<file path="src/rtl/id_ex_stage.sv">
// ID/EX pipeline register with operand forwarding into the ALU inputs.
// Holds one decoded instruction, refreshes stored operands from WB while stalled.
module id_ex_stage #(
    parameter int DATA_W = 32,
    parameter int IDX_W  = 4
) (
    input  logic              clk,
    input  logic              rst,
    input  logic              id_valid,
    input  logic [3:0]        id_alu_ctrl,
    input  logic [DATA_W-1:0] id_a,
    input  logic [DATA_W-1:0] id_b,
    input  logic [IDX_W-1:0]  id_src_a,
    input  logic [IDX_W-1:0]  id_src_b,
    input  logic [IDX_W-1:0]  id_rd,
    input  logic              id_wr_en,
    input  logic              stall,
    input  logic              flush,
    input  logic              mem_wr_en,
    input  logic [IDX_W-1:0]  mem_rd,
    input  logic [DATA_W-1:0] mem_result,
    input  logic              wb_wr_en,
    input  logic [IDX_W-1:0]  wb_rd,
    input  logic [DATA_W-1:0] wb_result,
    output logic              ex_valid,
    output logic [DATA_W-1:0] ex_a,
    output logic [DATA_W-1:0] ex_b,
    output logic [3:0]        ex_alu_ctrl,
    output logic [IDX_W-1:0]  ex_rd,
    output logic              ex_wr_en
);

    typedef struct packed {
        logic              valid;
        logic              wr_en;
        logic [3:0]        alu_ctrl;
        logic [IDX_W-1:0]  rd;
        logic [IDX_W-1:0]  src_a;
        logic [IDX_W-1:0]  src_b;
        logic [DATA_W-1:0] a;
        logic [DATA_W-1:0] b;
    } stage_t;

    // Code 1111 is pass-B in the ALU, so a bubble has no side effects.
    localparam logic [3:0] ALU_PASS_B = 4'b1111;
    localparam stage_t BUBBLE = '{
        valid: 1'b0, wr_en: 1'b0, alu_ctrl: ALU_PASS_B,
        rd: '0, src_a: '0, src_b: '0, a: '0, b: '0
    };

    stage_t stage_q, stage_d;
    logic   mem_hit_a, mem_hit_b, wb_hit_a, wb_hit_b;

    // Register 0 is hard-wired to zero, so it never matches a producer.
    always_comb begin
        mem_hit_a = mem_wr_en && (stage_q.src_a != '0) && (mem_rd == stage_q.src_a);
        mem_hit_b = mem_wr_en && (stage_q.src_b != '0) && (mem_rd == stage_q.src_b);
        wb_hit_a  = wb_wr_en  && (stage_q.src_a != '0) && (wb_rd  == stage_q.src_a);
        wb_hit_b  = wb_wr_en  && (stage_q.src_b != '0) && (wb_rd  == stage_q.src_b);
    end

    always_comb begin
        // NOTE: default every field first so no path through the block infers a latch.
        stage_d = stage_q;
        if (flush) begin
            stage_d = BUBBLE;
        end else if (!stall) begin
            if (id_valid) begin
                stage_d = '{
                    valid: 1'b1, wr_en: id_wr_en, alu_ctrl: id_alu_ctrl,
                    rd: id_rd, src_a: id_src_a, src_b: id_src_b, a: id_a, b: id_b
                };
            end else begin
                stage_d = BUBBLE;
            end
        end else begin
            // WB retires during the stall; capture its value before it disappears.
            if (wb_hit_a && !mem_hit_a) stage_d.a = wb_result;
            if (wb_hit_b && !mem_hit_b) stage_d.b = wb_result;
        end
    end

    // NOTE: state registers use non-blocking assignment so all flops update together.
    always_ff @(posedge clk or posedge rst) begin
        if (rst) stage_q <= BUBBLE;
        else     stage_q <= stage_d;
    end

    always_comb begin
        ex_valid    = stage_q.valid;
        ex_wr_en    = stage_q.valid && stage_q.wr_en;
        ex_alu_ctrl = stage_q.alu_ctrl;
        ex_rd       = stage_q.rd;
        ex_a        = stage_q.a;
        ex_b        = stage_q.b;
        if (stage_q.valid) begin
            if (mem_hit_a)     ex_a = mem_result;
            else if (wb_hit_a) ex_a = wb_result;
            if (mem_hit_b)     ex_b = mem_result;
            else if (wb_hit_b) ex_b = wb_result;
        end
    end

endmodule

</file>
<file path="config.mk">
export PLATFORM = sky130hd
export DESIGN_NAME = id_ex_stage
export DESIGN_NICKNAME = d
export VERILOG_FILES = /design/src/rtl/id_ex_stage.sv
export SDC_FILE = /design/constraint.sdc
export NUM_CORES = 1
export LEC_CHECK = 0
export CAP_MARGIN = 20
export CELL_PAD_IN_SITES_DETAIL_PLACEMENT = 1
export CELL_PAD_IN_SITES_GLOBAL_PLACEMENT = 1
export CORE_UTILIZATION = 32
export DETAILED_ROUTE_END_ITERATION = 10
export GPL_ROUTABILITY_DRIVEN = 1
export MAX_ROUTING_LAYER = met4
export PLACE_DENSITY_LB_ADDON = 0.1
export SYNTH_ARGS = -nofsm -noshare
export SYNTH_HDL_FRONTEND = slang
export SYNTH_SLANG_ARGS = --single-unit
</file>
<file path="constraint.sdc">
create_clock -name clk -period 4.1 [get_ports clk]
set_clock_uncertainty 0.2 [all_clocks]
set_input_delay 1.23 -clock clk [delete_from_list [all_inputs] [get_ports clk]]
set_output_delay 1.23 -clock clk [all_outputs]
set_load 0.01 [all_outputs]
</file>
==> results_dict.tcl <==
set metrics [dict create \
    place_congestion 0.818 \
    dieHeight_um 131 \
    worst_slew_pin_slew_ns 0.665 \
    powerDensity_nw_per_um2 267 \
    num_io_pins 234 \
    initial_core_util_pct 33.1 \
    synthSimpleGateAreaFrac_pct 9.86 \
    dp_cells 960 \
    placed_cell_area_um2 8030 \
    gr-usage-all-layers_pct 30.2 \
    cts_htree_levels 3 \
    post-dp-hpwl_mm 15.1 \
    vdd_ir_drop_max_uv 181 \
    min_period_over_period_pct 107 \
    grt_max_degree 83 \
    ys_seq_elements 82 \
    crit_fanout 5 \
    first_global_vias 6497 \
    hold_buffers 0 \
    synth-compound-area-share_pct 41.5 \
    viasPerCell 5.73 \
    antenna_found_initial 0 \
    rsz0062_at_grt "true" \
    arrival_ns 2.94 \
    cts_buffer_depth 2 \
    drtPass1Iterations 4 \
    synth.avg_cell_area_um2 10.1 \
    placeableCoreArea_um2 16100 \
    worst_hold_path_type "reg -> reg" \
    slew_headroom_pct 55.7 \
    synthDominantCellAreaShare_pct 36.7 \
    dominantRegCellSynth "dfrtp_1" \
    design_area_um2 9380 \
    drv_cap 0 \
    synth_mux_area_share_pct 0 \
    outcome "finished with violations" \
    clockRootBuffer "clkbuf_16" \
    critPathMostFrequentCell "buf_6" \
    routedWlPerCell_um 24.8 \
    synth_nets 688 \
    wirelength_mm 24.9 \
    fmax_mhz 229 \
    slew_viol_final 0 \
    crit_required_ns 2.67 \
    rows 46 \
    vias 5766 \
    drc 0 \
    grt_first_pass_wirelength_mm 37.3 \
    port_buffers 233 \
    antenna_left 0 \
    path_cells "buf_6 > xnor2_2 > nand4_1 > or3_4 > buf_6 > buf_8 > buf_12 > o32a_1 > o21a_1 > buf_2" \
    synth_cell_type_count 41 \
    cts_tree "built" \
    utilization_pct 58.4 \
    synth.cell_area_um2 5320 \
    cts_buffers 9 \
    hold_viol 0 \
    antenna_cells 0 \
    die_x_um 131 \
    crit_slowest_cell "or3_4" \
    start_kind "input port" \
    clock_sinks 82 \
    overflow 0 \
    cp-end-kind "primary output" \
    final_layout_size_suffix_gt1_share_pct 36.3 \
    crit_type "in -> out" \
    setup_viol 64 \
    dp_slack_ns -1.01 \
    yosysSeqAreaShare_pct 38.7 \
    drt_iter0_markers 313 \
    synth_area_leaders "dfrtp_1 37%, a2bb2oi_1 11%, a2bb2oi_2 7.9%" \
    synth_edf_count 0 \
    clk_pin_slew_worst_paths_ns 0.06 \
    slowest_delay_ns 0.42 \
    area_delta_synth_final_pct 76.5 \
    power.leakage_nw 3.86 \
    synth_xor_area_share_pct 2.64 \
    setup_slack_ns -0.270 \
    period_minus_slack_ns 4.37 \
    whs_ns 0.316 \
    synth-adder-area-share_pct 0 \
    clk_latency_ns 0.34 \
    async_flop_share_pct 100 \
    yosys_warnings 0 \
    violations "setup timing" \
    yosys.area.top_type "dfrtp_1" \
    final_cells 1006 \
    dieArea_um2 17100 \
    synth_top_family_by_area "compound AO/OA/AOI/OAI gates" \
    fin_nets 945 \
    syn_inst 528 \
]
## flip-flops by register name (all words and copies together), names as in the netlist
signal / flops
stage_q: 73
ex_alu_ctrl: 4
ex_rd: 4
ex_valid: 1
## cell usage in the layout (no fill, tap or decap), drive strengths merged, types with 13 or more instances in the layout
master / instances
clkbuf: 15
dfrtp: 78
a22o: 13
nand2b: 26
xnor2: 15
o221a: 25
nand2: 70
a2bb2oi: 96
o21ai: 65
o22ai: 32
clkdlybuf4s50: 159
buf: 142
## area by class of cell
class / count / area, µm²
Fill cell: 1649 / 6680
Multi-Input combinational cell: 381 / 3440
Timing Repair Buffer: 309 / 3270
Sequential cell: 82 / 2060
Tap cell: 216 / 270
Clock buffer: 11 / 233
Clock inverter: 5 / 103
Inverter: 2 / 8.76
## report_power, final
part | switching (mW) | internal, mW | leakage, nW
clock | 0.352 | 0.595 | 0.160
sequential | 0.0467 | 0.863 | 1.06
combinational | 0.267 | 0.385 | 2.64
## path summary, 6_finish.rpt
kind / from / end / slack (ns) / cells after the start
worst max register to register: stage_q[67] / stage_q[26] / 1.26 / 9
worst min register to register: ex_rd[3] / ex_rd[3] / 0.32 / 1
worst max-delay path: mem_rd[1] / ex_a[30] / -0.27 / 10
max in group asynchronous: rst / stage_q[24] / 2.20 / 3
worst min-delay path: ex_rd[3] / ex_rd[3] / 0.32 / 1
min in group asynchronous: rst / stage_q[27] / 1.10 / 3
## per-layer routing
| metal | share of wire (%) | global-route usage [%] | vias up |
|---|---|---|---|
| met5 | 0 | - | - |
| met4 | 2.6 | 12.2 | 0 |
| met3 | 6.6 | 5.58 | 46 |
| met2 | 51 | 51.8 | 238 |
| met1 | 40 | 34.8 | 2928 |
| li1 | - | - | 2554 |
## Yosys cell counts, types with 8 or more instances
cell       number
dfrtp_1        78
nand2_1        69
a2bb2oi_1      68
o21ai_0        56
a2bb2oi_2      28
clkbuf_1       26
nand2b_1       26
o221a_2        25
o22ai_1        24
buf_4          17
xnor2_1        15
a22o_1         13
buf_2          12
o21ai_1         9
o22ai_2         8
## cell families (layout without fill, tap and decap cells)
| family | after synthesis | after routing |
|---|---|---|
| AO/OA/AOI/OAI | 254 | 254 |
| AND/OR/NAND/NOR | 111 | 111 |
| flip-flops | 82 | 82 |
| XOR/XNOR | 16 | 16 |
| buffers and inverters | 65 | 327 |
## timing repair
item / CTS / global route
setup buffers: 18 / 0
setup endpoints to repair: 64 / 64
gates resized for setup: 420 / 21
pin swaps: 41 / 12
hold endpoints to repair: 0 / 0
gates cloned: 13 / 2
## metrics by stage
| stage | TNS [ns] | total power [mW] |
|---|---|---|
| 6_report | -10.30 | 2.51 |
| 5_1_grt | -13.38 | 2.60 |
| 4_1_cts | -9.70 | 2.49 |
| 3_5_place_dp | -61.97 | 1.53 |
| 3_3_place_gp | -58.64 | 1.52 |
| 2_1_floorplan | 0 | 1.17 |
## critical path, delay by kind of cell
kind	cells	cell delay (ns)
and+or+nand+nor	2	0.61
buffers and inverters	5	0.65
xor gates and xnor gates	1	0.13
AOI/OAI and AO/OA	2	0.30
No activity file was read; power rests on OpenSTA's default activity.
==> edit: new RTL, config.mk and constraints unchanged <==
Change the parameter `DATA_W` from 32 to 48.
--- a/src/rtl/id_ex_stage.sv
+++ b/src/rtl/id_ex_stage.sv
@@ -3,3 +3,3 @@
 module id_ex_stage #(
-    parameter int DATA_W = 32,
+    parameter int DATA_W = 48,
     parameter int IDX_W  = 4
Interface: changed (6 resized); port bits go from 234 to 330. The function was not compared with the original's and may differ.
==> edit against the unedited design <==
- area after synthesis rose by 34%
- critical path depth rose by 1
- design area rose by 47%
- sequential share of layout area fell by 1.1 points
- sequential cell count rose by 32
- wire length rose by 69%
- hold slack improved by 0.0017 ns
- power rose by 49%
- worst setup slack got worse by 0.077 ns
- first-iteration DRC count rose by 58%
- the flow still finishes with violations (setup timing)
- largest cell class is now buffers
- die area rose by 34%
- fmax fell by 1.7%
==> edit: results (changes against the unedited design) <==
clock latency on the worst-skew pair=0.43 ns (+0.09 ns); share of cells above drive strength 1=0.364 (+0.00119); max reg flops=105 (+44%); worst setup slack after layout=-0.346 ns (-0.0766 ns); r2r worst-path depth=12 (+3); Max-slew headroom=0.475 (-0.0815); Worst EP arrival=3.02 ns (+0.08 ns); DP HPWL=21900 um (+45%); CTS buffer count=17 (+8); H-tree depth=4 (+1); total wire length=42000 um (+69%); r2r setup slk=1.05 ns (-0.21 ns); slowest CP cell=or2_4; Leakage Power=5.83 nW (+51%); Met3 Routed Length=2900 um (+75%); Via density=6.05 (+5.6%); pin count of the biggest net entering global routing=40 (-52%); failing checks=setup timing; gr usage total=0.361 (+0.0587); Synth Area in XOR/XNOR=0.0197 (-0.00670); Worst R2R End=stage_q[46]; worst slack, placed=-1.08 ns (-0.0646 ns); Synth Area in Compound Gates=0.385 (-0.0307); initial antenna violation count=5 (+5); Area after DPL=11000 sq um (+38%); met2 WL=20300 um (+60%); count of distinct cell types in the synthesized netlist=39 (-4.9%); worst r2r src=stage_q[96]; mean post-synth cell area=9.49 sq um (-5.7%); first-pass GRT wire length=58300 um (+56%); global placement routability congestion=0.812 (-0.77%); Slowest Stage Delay on Critical Path=0.28 ns (-0.14 ns); commonest cells in the netlist=a2bb2oi_1 (144), dfrtp_1 (110), nand2_1 (102), o21ai_0 (88), clkbuf_1 (49); met1 WL=16500 um (+66%); status=finished with violations; Worst VDD drop=0.300 mV (+65%); final setup fails=96 (+50%); Worst Hold Margin=0.317 ns (+0.00172 ns); Iter 0 DRT Violations=495 (+58%); top post-synthesis cells by area=dfrtp_1 (39%), a2bb2oi_1 (18%), a221o_1 (6.7%), o21ai_0 (6.2%), nand2_1 (5.4%); I/O Buffers=329 (+41%); setup TNS=-18.88 ns (-8.58 ns); number of global-route vias before repair=9361 (+44%); syn_nets=975 (+42%); sequential fraction of the synthesis area=0.401 (+0.0139); Placed Cells=1337 (+39%); Routed WL per cell=28.7 um (+16%); critical path peak fanout=5 (unchanged); uppermost layer routed=met4
edit: cell count changes in the layout (fill, tap and decap cells not counted), moves of 32 or more:
cell             before  now
clkdlybuf4s50_1     159  223
a221o_1               0   48
buf_2                39   87
nor3b_1               0   37
a2bb2oi_1            64   98
dfrtp_1              77  109
o21ai_0              56   88
edit: metal layers:
layer / vias up / global-route usage
li1: 3775 / -
met1: 4452 / 0.420
met2: 476 / 0.580
met3: 144 / 0.0807
met4: 0 / 0.191
met5: - / -
edit: worst max-delay path, delay by kind of cell:
| family | cells | cell delay [ns] |
|---|---|---|
| XOR/XNOR | 1 | 0.15 |
| AND/OR/NAND/NOR | 2 | 0.42 |
| buffers and inverters | 6 | 0.76 |
| AO/OA/AOI/OAI | 2 | 0.44 |
edit: worst max path at each step:
stage / depth (start not counted) / endpoint / start
4_1_cts: 12 / ex_a[18] / mem_rd[3]
6_report: 11 / ex_b[5] / mem_rd[3]
5_1_grt: 12 / ex_a[18] / mem_rd[0]
3_3_place_gp: 7 / ex_a[31] / mem_rd[1]
3_5_place_dp: 7 / ex_a[31] / mem_rd[1]
2_1_floorplan: 8 / ex_b[27] / mem_rd[1]
edit: what timing repair did:
action	4_1_cts	5_1_grt
buffers inserted	48	28
pin swaps	35	76
setup endpoints to repair	96	96
cloned	22	5
gates resized for setup	569	118
edit: area by class of cell:
cell class | instances | area, sq um
fillers | 2283 | 8080
repair buffers | 489 | 5140
multi-input cells | 541 | 4790
flip-flops and latches | 114 | 2860
clock buffers | 20 | 457
well taps | 280 | 350
clock inverters | 12 | 133
diodes | 5 | 12.5
inverters | 1 | 7.51
edit: where the power goes:
part	internal, mW	leakage, nW	switching [mW]
combinational	0.528	4.08	0.414
clock	0.926	0.271	0.606
sequential	1.20	1.47	0.0635
